$ cat config.mk
export PLATFORM = sky130hd
export DESIGN_NAME = debug_sequencer_flat
export DESIGN_NICKNAME = d
export VERILOG_FILES = /design/src/rtl/debug_sequencer_pkg.sv /design/src/rtl/debug_sequencer_if.sv /design/src/rtl/debug_sequencer_byte_serializer.sv /design/src/rtl/debug_sequencer.sv /design/src/flat_wrapper.sv
export SDC_FILE = /design/constraint.sdc
export NUM_CORES = 1
export LEC_CHECK = 0
export CORE_UTILIZATION = 52
export CTS_CLUSTER_DIAMETER = 40
export DETAILED_ROUTE_END_ITERATION = 10
export PLACE_DENSITY = 0.92
export REMOVE_ABC_BUFFERS = 1
export SYNTH_ARGS = -nofsm -noshare
export SYNTH_HDL_FRONTEND = slang
export SYNTH_HIERARCHICAL = 1
export SYNTH_SLANG_ARGS = --single-unit
$ cat constraint.sdc
create_clock -name clk -period 5.4 [get_ports clk]
set_clock_uncertainty 0.1 [all_clocks]
set_input_delay 0.81 -clock clk [delete_from_list [all_inputs] [get_ports clk]]
set_output_delay 0.81 -clock clk [all_outputs]
set_load 0.02 [all_outputs]
$ cat src/rtl/debug_sequencer_pkg.sv
// Shared constants for the UART debug sequencer: command bytes, FSM encodings and the
// halt terminator word used to end an instruction-memory load.
package debug_sequencer_pkg;

    localparam int NBIT_DATA_LEN = 8;
    localparam int LEN_DATA      = 32;
    localparam int LEN_ADDR      = 10;

    localparam logic [7:0] CMD_LOAD = 8'h01;
    localparam logic [7:0] CMD_RUN  = 8'h02;
    localparam logic [7:0] CMD_STEP = 8'h03;
    localparam logic [7:0] CMD_RST  = 8'h04;

    localparam logic [2:0] ST_IDLE    = 3'd0;
    localparam logic [2:0] ST_LOAD    = 3'd1;
    localparam logic [2:0] ST_WRITE   = 3'd2;
    localparam logic [2:0] ST_RUN     = 3'd3;
    localparam logic [2:0] ST_STEP    = 3'd4;
    localparam logic [2:0] ST_SEND    = 3'd5;
    localparam logic [2:0] ST_WAIT_TX = 3'd6;

    localparam logic [LEN_DATA-1:0] HALT_WORD = 32'hFFFF_FFFF;

endpackage

$ cat src/rtl/debug_sequencer_if.sv
// Signal bundle between the debug sequencer (master) and the UART / core / instruction RAM.
// Ticks are single-cycle pulses; data_out is held from tx_start until the matching tx_done_tick.
interface debug_sequencer_if #(
    parameter int NBIT_DATA_LEN = 8,
    parameter int len_data      = 32,
    parameter int len_addr      = 10
);
    logic                     rx_done_tick;
    logic [NBIT_DATA_LEN-1:0] rx_data_in;
    logic                     tx_done_tick;
    logic                     halt;
    logic [len_data-1:0]      test_reg;
    logic                     tx_start;
    logic [NBIT_DATA_LEN-1:0] data_out;
    logic [len_addr-1:0]      addr_mem_inst;
    logic [len_data-1:0]      ins_to_mem;
    logic                     wr_ram_inst;
    logic                     ctrl_clk_mips;
    logic                     reset_mips;
    logic [2:0]               state_out;

    modport master (
        input  rx_done_tick, rx_data_in, tx_done_tick, halt, test_reg,
        output tx_start, data_out, addr_mem_inst, ins_to_mem, wr_ram_inst,
               ctrl_clk_mips, reset_mips, state_out
    );

    modport slave (
        output rx_done_tick, rx_data_in, tx_done_tick, halt, test_reg,
        input  tx_start, data_out, addr_mem_inst, ins_to_mem, wr_ram_inst,
               ctrl_clk_mips, reset_mips, state_out
    );
endinterface

$ cat src/rtl/debug_sequencer_byte_serializer.sv
// Sends a 4-byte word MSB-first: each send pulse loads data_out and fires tx_start next cycle,
// each ack (tx_done seen by the owner) advances to the next byte.
module debug_sequencer_byte_serializer #(
    parameter int NBIT_DATA_LEN = 8
) (
    input  logic                       clk,
    input  logic                       reset,
    input  logic                       send,
    input  logic                       ack,
    input  logic [4*NBIT_DATA_LEN-1:0] word,
    output logic                       tx_start,
    output logic [NBIT_DATA_LEN-1:0]   data_out,
    output logic                       last
);
    localparam int W = 4 * NBIT_DATA_LEN;

    logic [W-1:0] shreg;
    logic [W-1:0] src;
    logic [1:0]   idx;

    // The word is sampled when its first byte goes out, so the owner needs no load strobe.
    assign src  = (idx == 2'd0) ? word : shreg;
    assign last = (idx == 2'd3);

    always_ff @(posedge clk or negedge reset) begin
        if (!reset) begin
            shreg    <= '0;
            idx      <= '0;
            tx_start <= 1'b0;
            data_out <= '0;
        end else begin
            tx_start <= 1'b0;
            if (send) begin
                data_out <= src[W-1 -: NBIT_DATA_LEN];
                shreg    <= {src[W-NBIT_DATA_LEN-1:0], {NBIT_DATA_LEN{1'b0}}};
                tx_start <= 1'b1;
            end
            if (ack) begin
                idx <= idx + 2'd1;
            end
        end
    end
endmodule

$ cat src/rtl/debug_sequencer.sv
// UART command sequencer for the MIPS core: loads instruction RAM, resets, runs or steps the
// core, and reports the PC back over UART after each run or step.
module debug_sequencer
    import debug_sequencer_pkg::*;
#(
    parameter int NBIT_DATA_LEN = debug_sequencer_pkg::NBIT_DATA_LEN,
    parameter int len_data      = debug_sequencer_pkg::LEN_DATA,
    parameter int len_addr      = debug_sequencer_pkg::LEN_ADDR
) (
    input logic              clk,
    input logic              reset,
    debug_sequencer_if.master bus
);
    localparam logic [len_addr-1:0] ADDR_ONE = 1;

    logic [2:0]          state;
    logic [1:0]          byte_cnt;
    logic [len_addr-1:0] word_addr;
    logic [len_data-1:0] ins_buf;
    logic                reset_mips_q;
    logic                ser_send;
    logic                ser_ack;
    logic                ser_last;

    assign ser_send = (state == ST_SEND);
    assign ser_ack  = (state == ST_WAIT_TX) && bus.tx_done_tick;

    always_ff @(posedge clk or negedge reset) begin
        if (!reset) begin
            state        <= ST_IDLE;
            byte_cnt     <= '0;
            word_addr    <= '0;
            ins_buf      <= '0;
            reset_mips_q <= 1'b0;
        end else begin
            reset_mips_q <= 1'b0;
            case (state)
                ST_IDLE: begin
                    if (bus.rx_done_tick) begin
                        case (bus.rx_data_in)
                            CMD_LOAD: begin
                                state     <= ST_LOAD;
                                word_addr <= '0;
                                byte_cnt  <= '0;
                            end
                            CMD_RUN:  state <= ST_RUN;
                            CMD_STEP: state <= ST_STEP;
                            CMD_RST:  reset_mips_q <= 1'b1;
                            default:  ;
                        endcase
                    end
                end
                ST_LOAD: begin
                    if (bus.rx_done_tick) begin
                        ins_buf  <= {ins_buf[len_data-NBIT_DATA_LEN-1:0], bus.rx_data_in};
                        byte_cnt <= byte_cnt + 2'd1;
                        if (byte_cnt == 2'd3) begin
                            state <= ST_WRITE;
                        end
                    end
                end
                ST_WRITE: begin
                    // The terminator word is written too; a full RAM ends the load instead of wrapping.
                    word_addr <= word_addr + ADDR_ONE;
                    if (ins_buf == HALT_WORD || (&word_addr)) begin
                        state <= ST_IDLE;
                    end else begin
                        state <= ST_LOAD;
                    end
                end
                ST_RUN: begin
                    if (bus.halt) begin
                        state <= ST_SEND;
                    end
                end
                ST_STEP:  state <= ST_SEND;
                ST_SEND:  state <= ST_WAIT_TX;
                ST_WAIT_TX: begin
                    if (bus.tx_done_tick) begin
                        state <= ser_last ? ST_IDLE : ST_SEND;
                    end
                end
                default: state <= ST_IDLE;
            endcase
        end
    end

    debug_sequencer_byte_serializer #(
        .NBIT_DATA_LEN(NBIT_DATA_LEN)
    ) u_serializer (
        .clk      (clk),
        .reset    (reset),
        .send     (ser_send),
        .ack      (ser_ack),
        .word     (bus.test_reg),
        .tx_start (bus.tx_start),
        .data_out (bus.data_out),
        .last     (ser_last)
    );

    // Clock enable follows halt combinationally so the core gets no extra cycle past halt.
    assign bus.ctrl_clk_mips = ((state == ST_RUN) && !bus.halt) || (state == ST_STEP);
    assign bus.wr_ram_inst   = (state == ST_WRITE);
    assign bus.addr_mem_inst = word_addr;
    assign bus.ins_to_mem    = ins_buf;
    assign bus.reset_mips    = reset_mips_q;
    assign bus.state_out     = state;
endmodule

$ cat src/flat_wrapper.sv
// flat-port wrapper written by rule: the top's interface ports become plain ports
module debug_sequencer_flat import debug_sequencer_pkg::*;
#(
    parameter int NBIT_DATA_LEN = debug_sequencer_pkg::NBIT_DATA_LEN,
    parameter int len_data      = debug_sequencer_pkg::LEN_DATA,
    parameter int len_addr      = debug_sequencer_pkg::LEN_ADDR
)
  (clk, reset, bus_rx_done_tick, bus_rx_data_in, bus_tx_done_tick, bus_halt, bus_test_reg, bus_tx_start, bus_data_out, bus_addr_mem_inst, bus_ins_to_mem, bus_wr_ram_inst, bus_ctrl_clk_mips, bus_reset_mips, bus_state_out);
  debug_sequencer_if #(.NBIT_DATA_LEN(NBIT_DATA_LEN), .len_data(len_data), .len_addr(len_addr)) bus_i ();
  input logic clk;
  input logic reset;
  input wire logic [$bits(bus_i.rx_done_tick)-1:0] bus_rx_done_tick;
  input wire logic [$bits(bus_i.rx_data_in)-1:0] bus_rx_data_in;
  input wire logic [$bits(bus_i.tx_done_tick)-1:0] bus_tx_done_tick;
  input wire logic [$bits(bus_i.halt)-1:0] bus_halt;
  input wire logic [$bits(bus_i.test_reg)-1:0] bus_test_reg;
  output wire logic [$bits(bus_i.tx_start)-1:0] bus_tx_start;
  output wire logic [$bits(bus_i.data_out)-1:0] bus_data_out;
  output wire logic [$bits(bus_i.addr_mem_inst)-1:0] bus_addr_mem_inst;
  output wire logic [$bits(bus_i.ins_to_mem)-1:0] bus_ins_to_mem;
  output wire logic [$bits(bus_i.wr_ram_inst)-1:0] bus_wr_ram_inst;
  output wire logic [$bits(bus_i.ctrl_clk_mips)-1:0] bus_ctrl_clk_mips;
  output wire logic [$bits(bus_i.reset_mips)-1:0] bus_reset_mips;
  output wire logic [$bits(bus_i.state_out)-1:0] bus_state_out;
  assign bus_i.rx_done_tick = bus_rx_done_tick;
  assign bus_i.rx_data_in = bus_rx_data_in;
  assign bus_i.tx_done_tick = bus_tx_done_tick;
  assign bus_i.halt = bus_halt;
  assign bus_i.test_reg = bus_test_reg;
  assign bus_tx_start = bus_i.tx_start;
  assign bus_data_out = bus_i.data_out;
  assign bus_addr_mem_inst = bus_i.addr_mem_inst;
  assign bus_ins_to_mem = bus_i.ins_to_mem;
  assign bus_wr_ram_inst = bus_i.wr_ram_inst;
  assign bus_ctrl_clk_mips = bus_i.ctrl_clk_mips;
  assign bus_reset_mips = bus_i.reset_mips;
  assign bus_state_out = bus_i.state_out;
  debug_sequencer #(.NBIT_DATA_LEN(NBIT_DATA_LEN), .len_data(len_data), .len_addr(len_addr)) u_core (.clk(clk), .reset(reset), .bus(bus_i));
endmodule
==> summary.txt <==
IO Pins - 102
TritonCTS clock tree - done
status - finished, final reports clean
worst setup path endpoint - bus_ctrl_clk_mips
layout cells sized above 1 - 10.20%
Switching Share - 38.22%
post-route cell area - 5087 µm²
Power Total - 2.772 mW
hold_ws - 0.4035 ns
YS warnings - 6
HPWL Detailed - 5758 µm
worst reg2reg path endpoint - u_core/u_serializer/shreg[15]
Final min period - 3.102 ns
CP Depth - 3
Worst Hold Launch - u_core/u_serializer/idx[0]
Clock Tree Buf Depth - 2
area of the die - 7799 µm²
Max Freq - 322.4 MHz
clock sink total - 83
average routed wire per standard cell - 15.87 µm
Final Max Slew Viols - 0
combinational group share of total power - 43.7%
Clock power frac - 15.8%
Yosys cell types - 49
H-Tree Depth - 3
Reg2Reg Depth - 4
Setup Buffers After CTS - 0
Max rail drop VDD - 374.8 µV
Synth area leaders - dfrtp_1 (54%), mux2i_1 (6.5%), mux2_2 (5.8%)
RSZ-0062 raised after global routing - false
Final ANT Viol Nets - 0
cell family with most CP delay - flip-flops
Slew Limit Headroom - 30.62%
Async S/R FF share, synth - 100.0%
CORE AREA - 7214 µm²
fin crit share - 57.44%
die height - 88.31 µm
number of vias per cell - 5.557
cell internal pwr - 1.712 mW
number of I/O port buffers - 101
Area Growth Syn to Fin - 31.33%
ys flop type - dfrtp_1
initial antenna violation count - 0
Sequential Power Share - 40.5%
fin nets - 486
Req. time, crit path - 4.49 ns
Yosys top cell area share - 53.62%
#FFs+latches synth - 83
Post-synth top cells - dfrtp_1 (83), nor2_1 (30), a21oi_1 (26)
Seq/Total Area, Yosys - 53.62%
Total Routed Length - 8572 µm
startpoint types - register
Max-Cap Viols - 0
Crit Path Max Fanout - 22
Post-synth EDFFs - 0
Final GP Congestion - 0.7897
hold crit path type - register to register
CTS clk-pin slew, worst paths - 0.08 ns
Worst R2R Setup Slack - 3.15 ns
GRT overflow - 0
Crit. End Element - output port
Mapped Cells - 342
hold buffers post-CTS - 0
worst setup margin - 2.298 ns
diode count - 0
vias in the first global route - 2,828
largest net degree at the start of global routing - 84
CP arrival - 2.19 ns
Setup TNS - 0 ns
die width - 88.31 µm
Starting DRT DRC Count - 130
drt first pass iters - 4
CP cell instances - nand2_1 -> o32ai_1 -> clkdlybuf4s50_1
CTS Buf Count - 9
first-pass GRT wire length - 13,320 µm
Root Driver - clkbuf_8
worst slew pin tran - 1.041 ns
drt drc - 0
Initial Utilization - 53.69%
most common cell in the synthesized netlist - dfrtp_1
Cell Pwr Density - 544.8 nW/µm²
Setup crit start - u_core/bus.state_out[1]
post-place setup slack - 2.361 ns
# rows - 31
Post-Syn Area per Cell - 11.33 µm²
Post-Syn Area - 3874 µm²
CP max stage cell - dfrtp_1
CTS resizes - 0
Vias - 3,001
DP Area - 4893 µm²
Worst Path Class, Setup - register to output port
CP Buf/Inv Count - 1
reg2reg start - u_core/bus.state_out[1]
Hold Vio Cnt, Final - 0
GRT Total Usage - 22.65%
leakage power figure - 2.035 nW
CP peak stage delay - 0.80 ns
Clk Latency, worst-skew pair - 0.35 ns
NetSw - 1.059 mW
Finish-stage setup viols - 0
Yosys top cell by area - dfrtp_1
[state kept, by name, summed over array words and instances, names as in the netlist]
name / cells
u_core/byte_cnt: 2
u_core/u_serializer/tx_start: 1
u_core/bus.addr_mem_inst: 10
u_core/bus.reset_mips: 1
u_core/u_serializer/shreg: 24
u_core/u_serializer/idx: 2
u_core/u_serializer/data_out: 8
u_core/bus.state_out: 3
u_core/bus.ins_to_mem: 32
[per-layer routing]
layer  track usage [%]  vias up  part of all wire [%]
met1             27.97     1470                    44
met5                 0        -                     0
met3             8.116        7                   8.3
li1                  -     1425                     -
met4             7.918        0                  0.86
met2             36.92       99                    47
[power by group through the flow]
| stage | Sequential, mW | Combinational (mW) | Clock, mW |
|---|---|---|---|
| global placement | 1.12 | 1.17 | 0 |
| finish | 1.12 | 1.21 | 0.438 |
| global route | 1.16 | 1.30 | 0.475 |
| detailed placement | 1.13 | 1.21 | 0 |
| CTS | 1.12 | 1.22 | 0.451 |
| floorplan | 1.28 | 0.513 | 0 |
[cells in the final DEF (no fill, tap or decap), types with 2 or more instances in the layout]
master / instances
nand2_1: 13
ha_1: 5
buf_4: 3
nor3b_1: 3
a31oi_1: 3
o21ai_1: 4
nor3_1: 4
nor4_1: 3
nand3_1: 12
dfrtp_1: 83
a21oi_1: 26
and2_1: 2
clkbuf_8: 9
nor2_1: 30
mux2i_1: 25
clkinvlp_4: 3
nand2b_1: 2
and3_1: 2
mux2_2: 20
inv_1: 10
o21ai_0: 12
a21o_1: 2
or2_1: 3
a22o_1: 10
nand4_1: 11
clkdlybuf4s50_1: 100
nor2b_1: 2
mux2_1: 14
[cell type report]
class | count | area (µm²)
fillers | 519 | 2127
flip-flops and latches | 83 | 2077
multi-input cells | 229 | 1632
repair buffers | 103 | 1023
clock buffers | 10 | 127.6
well taps | 99 | 123.9
clock inverters | 6 | 66.31
inverters | 10 | 37.54
[cell families after synthesis]
group / Yosys count / share of synthesized area, %
xor+xnor: 1 / 0.2261
mux: 60 / 16.73
flops: 83 / 53.62
simple gates: 98 / 13.21
fa+ha+maj: 5 / 1.615
buf+inv: 30 / 4.296
compound gates: 65 / 10.30
[worst min-delay path by stage]
stage | end | cells after the start
after global routing | u_core/u_serializer/idx[0] | 1
after global placement | u_core/u_serializer/idx[0] | 1
after detailed placement | u_core/u_serializer/idx[0] | 1
final | u_core/u_serializer/idx[0] | 1
after CTS | u_core/u_serializer/idx[0] | 1
after floorplan | u_core/u_serializer/idx[0] | 1
[metrics by stage]
step / cells / utilization, %
after floorplan: 322 / -
after global placement: 524 / 67.83
after detailed placement: 524 / 67.83
after CTS: 540 / 70.52
after global routing: 540 / 70.52
final: 540 / 70.52
Note: power is estimated with default switching activity, not from simulation.
==> RTL change 1, RTL diff (config.mk and constraints unchanged) <==
Reset style: synchronous (`reset`), changed in 2 clocked blocks.
--- a/src/rtl/debug_sequencer_byte_serializer.sv
+++ b/src/rtl/debug_sequencer_byte_serializer.sv
@@ -23,5 +23,5 @@
     assign last = (idx == 2'd3);
 
-    always_ff @(posedge clk or negedge reset) begin
+    always_ff @(posedge clk) begin
         if (!reset) begin
             shreg    <= '0;
--- a/src/rtl/debug_sequencer.sv
+++ b/src/rtl/debug_sequencer.sv
@@ -26,5 +26,5 @@
     assign ser_ack  = (state == ST_WAIT_TX) && bus.tx_done_tick;
 
-    always_ff @(posedge clk or negedge reset) begin
+    always_ff @(posedge clk) begin
         if (!reset) begin
             state        <= ST_IDLE;
Function: differs if reset is asserted again (counterexample within 4 cycles, from zero or initial values and one cycle with reset low); with reset held inactive, the same outputs for 10 cycles.
==> RTL change 1 against the original RTL <==
Synthesized cell count is 25% higher; final area shrank 1.6%; largest cell class is now multi-input combinational cells; count of clock-buffer cells in the layout up 4; routed wire length grew 2.2%; non-clock buffer count did not move; critical path depth is the same; final cell count grew 14%; sequential cell count unchanged; worst setup slack gained 0.050 ns; synthesized area decreased by 0.81%; global-route usage is 0.17 points lower; critical path type unchanged.
Power is not compared: it rests on default switching activity, and its combinational part moved more than twofold at a synthesized area within 25%.
==> RTL change 1: results (changes against the original RTL) <==
* Post-Synth Adder-Cell Area at 0.01628 (was 0.01615)
* Area contributors post-synth: dfxtp_1 (43%), nand2_1 (7.2%), mux2i_1 (6.5%) (was dfrtp_1 (54%), mux2i_1 (6.5%), mux2_2 (5.8%))
* Vias in the first global route at 3023 (was 2828)
* Layout cells sized above 1 at 0.06757 (was 0.1020)
* Met1 wire length at 3.648 mm (was 3.790 mm)
* Count of cell types in the netlist at 51 (was 49)
* Final-layout fill cell count at 548 (was 519)
* Crit path time final at 3.052 ns (was 3.102 ns)
* Syn Area/Cell at 8.978 µm² (was 11.33 µm²)
* Via count at 3360 (was 3001)
* Tot GR Track Use at 0.2248 (was 0.2265)
* Dpl cells at 598 (was 524)
* # nets final at 563 (was 486)
* Metal3 WL at 510 µm (was 708 µm)
* Largest net degree at the start of global routing at 66 (was 84)
* Flop2flop setup slack at 2.98 ns (was 3.15 ns)
* GP Congestion at 0.8440 (was 0.7897)
* Critical R2R Launch: u_core/bus.state_out[0] (was u_core/bus.state_out[1])
* WL met2 at 4.470 mm (was 3.998 mm)
* Sequential area share after synthesis at 0.4324 (was 0.5362)
* Hold slack at 0.3727 ns (was 0.4035 ns)
* Reg-to-reg endpoint: u_core/u_serializer/shreg[29] (was u_core/u_serializer/shreg[15])
* Crit-path max cell delay at 0.66 ns (was 0.80 ns)
* Grt met3 use at 0.05278 (was 0.08116)
* Critical Path End: bus_wr_ram_inst (was bus_ctrl_clk_mips)
* Status: complete, no violations (unchanged)
* Endpoint arrival time on the critical path at 2.14 ns (was 2.19 ns)
* Post-synthesis compound-gate area fraction at 0.1898 (was 0.1030)
* Cell Area, Placed at 4805 µm² (was 4893 µm²)
* Final wirelength at 8.763 mm (was 8.572 mm)
* Asr flop ratio synth at 0 (was 1.000)
* Worst Tran Pin Value at 1.161 ns (was 1.041 ns)
* Grt met1 use at 0.2658 (was 0.2797)
* Setup WS pre-CTS at 2.352 ns (was 2.361 ns)
==> RTL change 1: worst min-delay path by stage <==
| stage | start | to | cells past startpoint |
|---|---|---|---|
| finish | u_core/u_serializer/shreg[14] | u_core/u_serializer/shreg[14] | 2 |
| global route | u_core/byte_cnt[1] | u_core/byte_cnt[1] | 2 |
| CTS | u_core/u_serializer/shreg[15] | u_core/u_serializer/shreg[15] | 2 |
| detailed placement | u_core/u_serializer/shreg[15] | u_core/u_serializer/shreg[15] | 2 |
| global placement | u_core/u_serializer/shreg[12] | u_core/u_serializer/shreg[12] | 2 |
| floorplan | u_core/u_serializer/shreg[10] | u_core/u_serializer/shreg[10] | 2 |
==> RTL change 1: area by class of cell <==
cell class	instances	area (µm²)	share of cell area
timing repair buffer	103	1021	0.2041
clock buffer	14	182.7	0.03651
clock inverter	2	16.27	0.003251
tap	96	120.1	0.02401
sequential	83	1662	0.3321
multi-input combinational	312	1987	0.3971
inverter	4	15.01	0.003001
==> RTL change 2, RTL diff (config.mk and constraints unchanged) <==
Made on the original files. Change the package constant `LEN_ADDR` from 10 to 20.
--- a/src/rtl/debug_sequencer_pkg.sv
+++ b/src/rtl/debug_sequencer_pkg.sv
@@ -5,5 +5,5 @@
     localparam int NBIT_DATA_LEN = 8;
     localparam int LEN_DATA      = 32;
-    localparam int LEN_ADDR      = 10;
+    localparam int LEN_ADDR      = 20;
 
     localparam logic [7:0] CMD_LOAD = 8'h01;
Ports: changed (resized bus_addr_mem_inst); port bits go from 102 to 112. The function was not compared with the original's and may differ.
==> RTL change 2 against the original RTL <==
Non-clock buffer count grew 11; synthesized area grew 14%; fmax shrank 8.0%; worst setup slack lost 0.27 ns; die area grew 14%; power shrank 4.0%; final area grew 14%; routed wire length grew 21%; sequential cell count grew 10; critical endpoint is now bus_wr_ram_inst.
==> RTL change 2: results (changes against the original RTL) <==
* Inserted Diodes at 0 (unchanged)
* Worst vdd ir at 0.0003422 V (was 0.0003748 V)
* Clk buf depth at 2 (unchanged)
* Cts hold-fix bufs at 0 (unchanged)
* Synth warn at 6 (unchanged)
* Post-DP HPWL at 7.185 mm (was 5.758 mm)
* Clock root buffer: clkbuf_8 (unchanged)
* Flop2flop setup slack at 3.02 ns (was 3.15 ns)
* Area contributors post-synth: dfrtp_1 (53%), mux2_2 (8.4%), mux2i_1 (5.6%) (was dfrtp_1 (54%), mux2i_1 (6.5%), mux2_2 (5.8%))
* First-pass GRT wire length at 16.67 mm (was 13.32 mm)
* Layout cells sized above 1 at 0.1175 (was 0.1020)
* GP Congestion at 0.9070 (was 0.7897)
* Count of cell types in the netlist at 53 (was 49)
* Static leakage at 2.275 nW (was 2.035 nW)
* F_max at 296.5 MHz (was 322.4 MHz)
* Initial drt markers at 178 (was 130)
* Largest net degree at the start of global routing at 66 (was 84)
* Via count at 3561 (was 3001)
* Worst min-delay path class: input pin to asynchronous set/reset pin (was flop to flop)
* Critical Path Fanout Max at 16 (was 22)
* Status: complete, no violations (unchanged)
* Initial antenna violation count at 0 (unchanged)
* Synth cell count leaders: dfrtp_1 (93), nor2_1 (42), a21oi_1 (34) (was dfrtp_1 (83), nor2_1 (30), a21oi_1 (26))
* Slew HR at 0.3269 (was 0.3062)
* Num CTS Buffers at 9 (unchanged)
* Tot GR Track Use at 0.2432 (was 0.2265)
* # port buffers at 111 (was 101)
* Clock transition at path regs at 0.09 ns
* Endpoint arrival time on the critical path at 2.46 ns (was 2.19 ns)
* Reg-to-reg endpoint: u_core/bus.addr_mem_inst[13] (was u_core/u_serializer/shreg[15])
* Wire length per cell at 16.60 µm (was 15.87 µm)
* Quantity of gates resized following cts at 0 (unchanged)
* Asr flop ratio synth at 1.000 (unchanged)
* Critical Path End: bus_wr_ram_inst (was bus_ctrl_clk_mips)
* Htree depth at 3 (unchanged)
* Final-layout fill cell count at 576 (was 519)
* 1st-pass router iterations at 5 (was 4)
* Max reg flops at 32 (unchanged)
* Vias in the first global route at 3423 (was 2828)
* Skew-Pair Late Insertion Delay at 0.36 ns
* FF-to-FF path depth at 5 (was 4)
* # nets final at 564 (was 486)
* Setup WS pre-CTS at 2.389 ns (was 2.361 ns)
* Sequential area share after synthesis at 0.5251 (was 0.5362)
* Critical Path Source: u_core/bus.state_out[2] (was u_core/bus.state_out[1])
* Post-CTS Setup Inserts at 0 (unchanged)
-- RTL change 2: changes by cell type in the layout (fill, tap and decap cells not counted), sizes merged, moves of 3 or more --
cell / change
or3: +3
inv: +5
nor2: +11
xnor2: +7
a22o: -8
dfrtp: +10
and3: +4
o21ai: +12
nand3: +4
nand2: +5
a21oi: +8
clkdlybuf4s50: +10
-- RTL change 2: worst min path at each step --
| stage | startpoint | end | slack, ns | cells after the start |
|---|---|---|---|---|
| global route | reset | u_core/u_serializer/data_out[0] | 0.32 | 1 |
| floorplan | u_core/u_serializer/idx[0] | u_core/u_serializer/idx[0] | 0.37 | 1 |
| finish | reset | u_core/u_serializer/shreg[29] | 0.30 | 1 |
| detailed placement | u_core/u_serializer/idx[0] | u_core/u_serializer/idx[0] | 0.39 | 1 |
| global placement | u_core/u_serializer/idx[0] | u_core/u_serializer/idx[0] | 0.38 | 1 |
| CTS | reset | u_core/bus.addr_mem_inst[2] | 0.30 | 1 |
-- RTL change 2: layout make-up --
| class | count | area [µm²] | area share |
|---|---|---|---|
| tap | 105 | 131.4 | 0.02275 |
| timing repair buffer | 114 | 1131 | 0.1958 |
| sequential | 93 | 2327 | 0.4029 |
| multi-input combinational | 282 | 1913 | 0.3312 |
| clock inverter | 6 | 92.59 | 0.01603 |
| inverter | 14 | 52.55 | 0.009099 |
| clock buffer | 10 | 127.6 | 0.02210 |
-- RTL change 2: metal layers --
layer	wire length [µm]	up-vias	GRT usage
met5	0	-	0
met4	165	0	0.09615
met3	711	11	0.03803
met2	5007	146	0.3925
met1	4472	1728	0.3296
li1	-	1676	-
-- RTL change 2: per-stage QoR --
| step | instances | hold WS (ns) | power, mW | area, µm² |
|---|---|---|---|---|
| final | 624 | 0.3014 | 2.661 | 5776 |
| after global routing | 624 | 0.3250 | 2.804 | 5776 |
| after CTS | 624 | 0.3035 | 2.666 | 5776 |
| after detailed placement | 608 | 0.3914 | 2.151 | 5555 |
| after global placement | 608 | 0.3825 | 2.109 | 5555 |
| after floorplan | 389 | 0.3687 | 1.639 | 4285 |
-- RTL change 2: report_power, final --
group / total, mW / internal (mW) / leakage [nW] / switching [mW]
Sequential: 1.12 / 0.897 / 1.05 / 0.222
Combinational: 1.03 / 0.531 / 1.12 / 0.502
Clock: 0.508 / 0.264 / 0.104 / 0.244
-- RTL change 2: worst max-delay path, cell delays in order (launching register included) --
cell             delay [ns]
dfrtp_1                0.57
nor2_1                 0.38
nand2_1                0.28
clkinv_1               0.24
clkdlybuf4s50_1        0.63
-- RTL change 2: kinds of logic after synthesis --
logic type      share of synthesized area
compound gates                     0.1050
mux                                0.1403
flops                              0.5251
xor+xnor                          0.01581
fa+ha+maj                         0.01412
simple gates                       0.1547
buf+inv                           0.04489
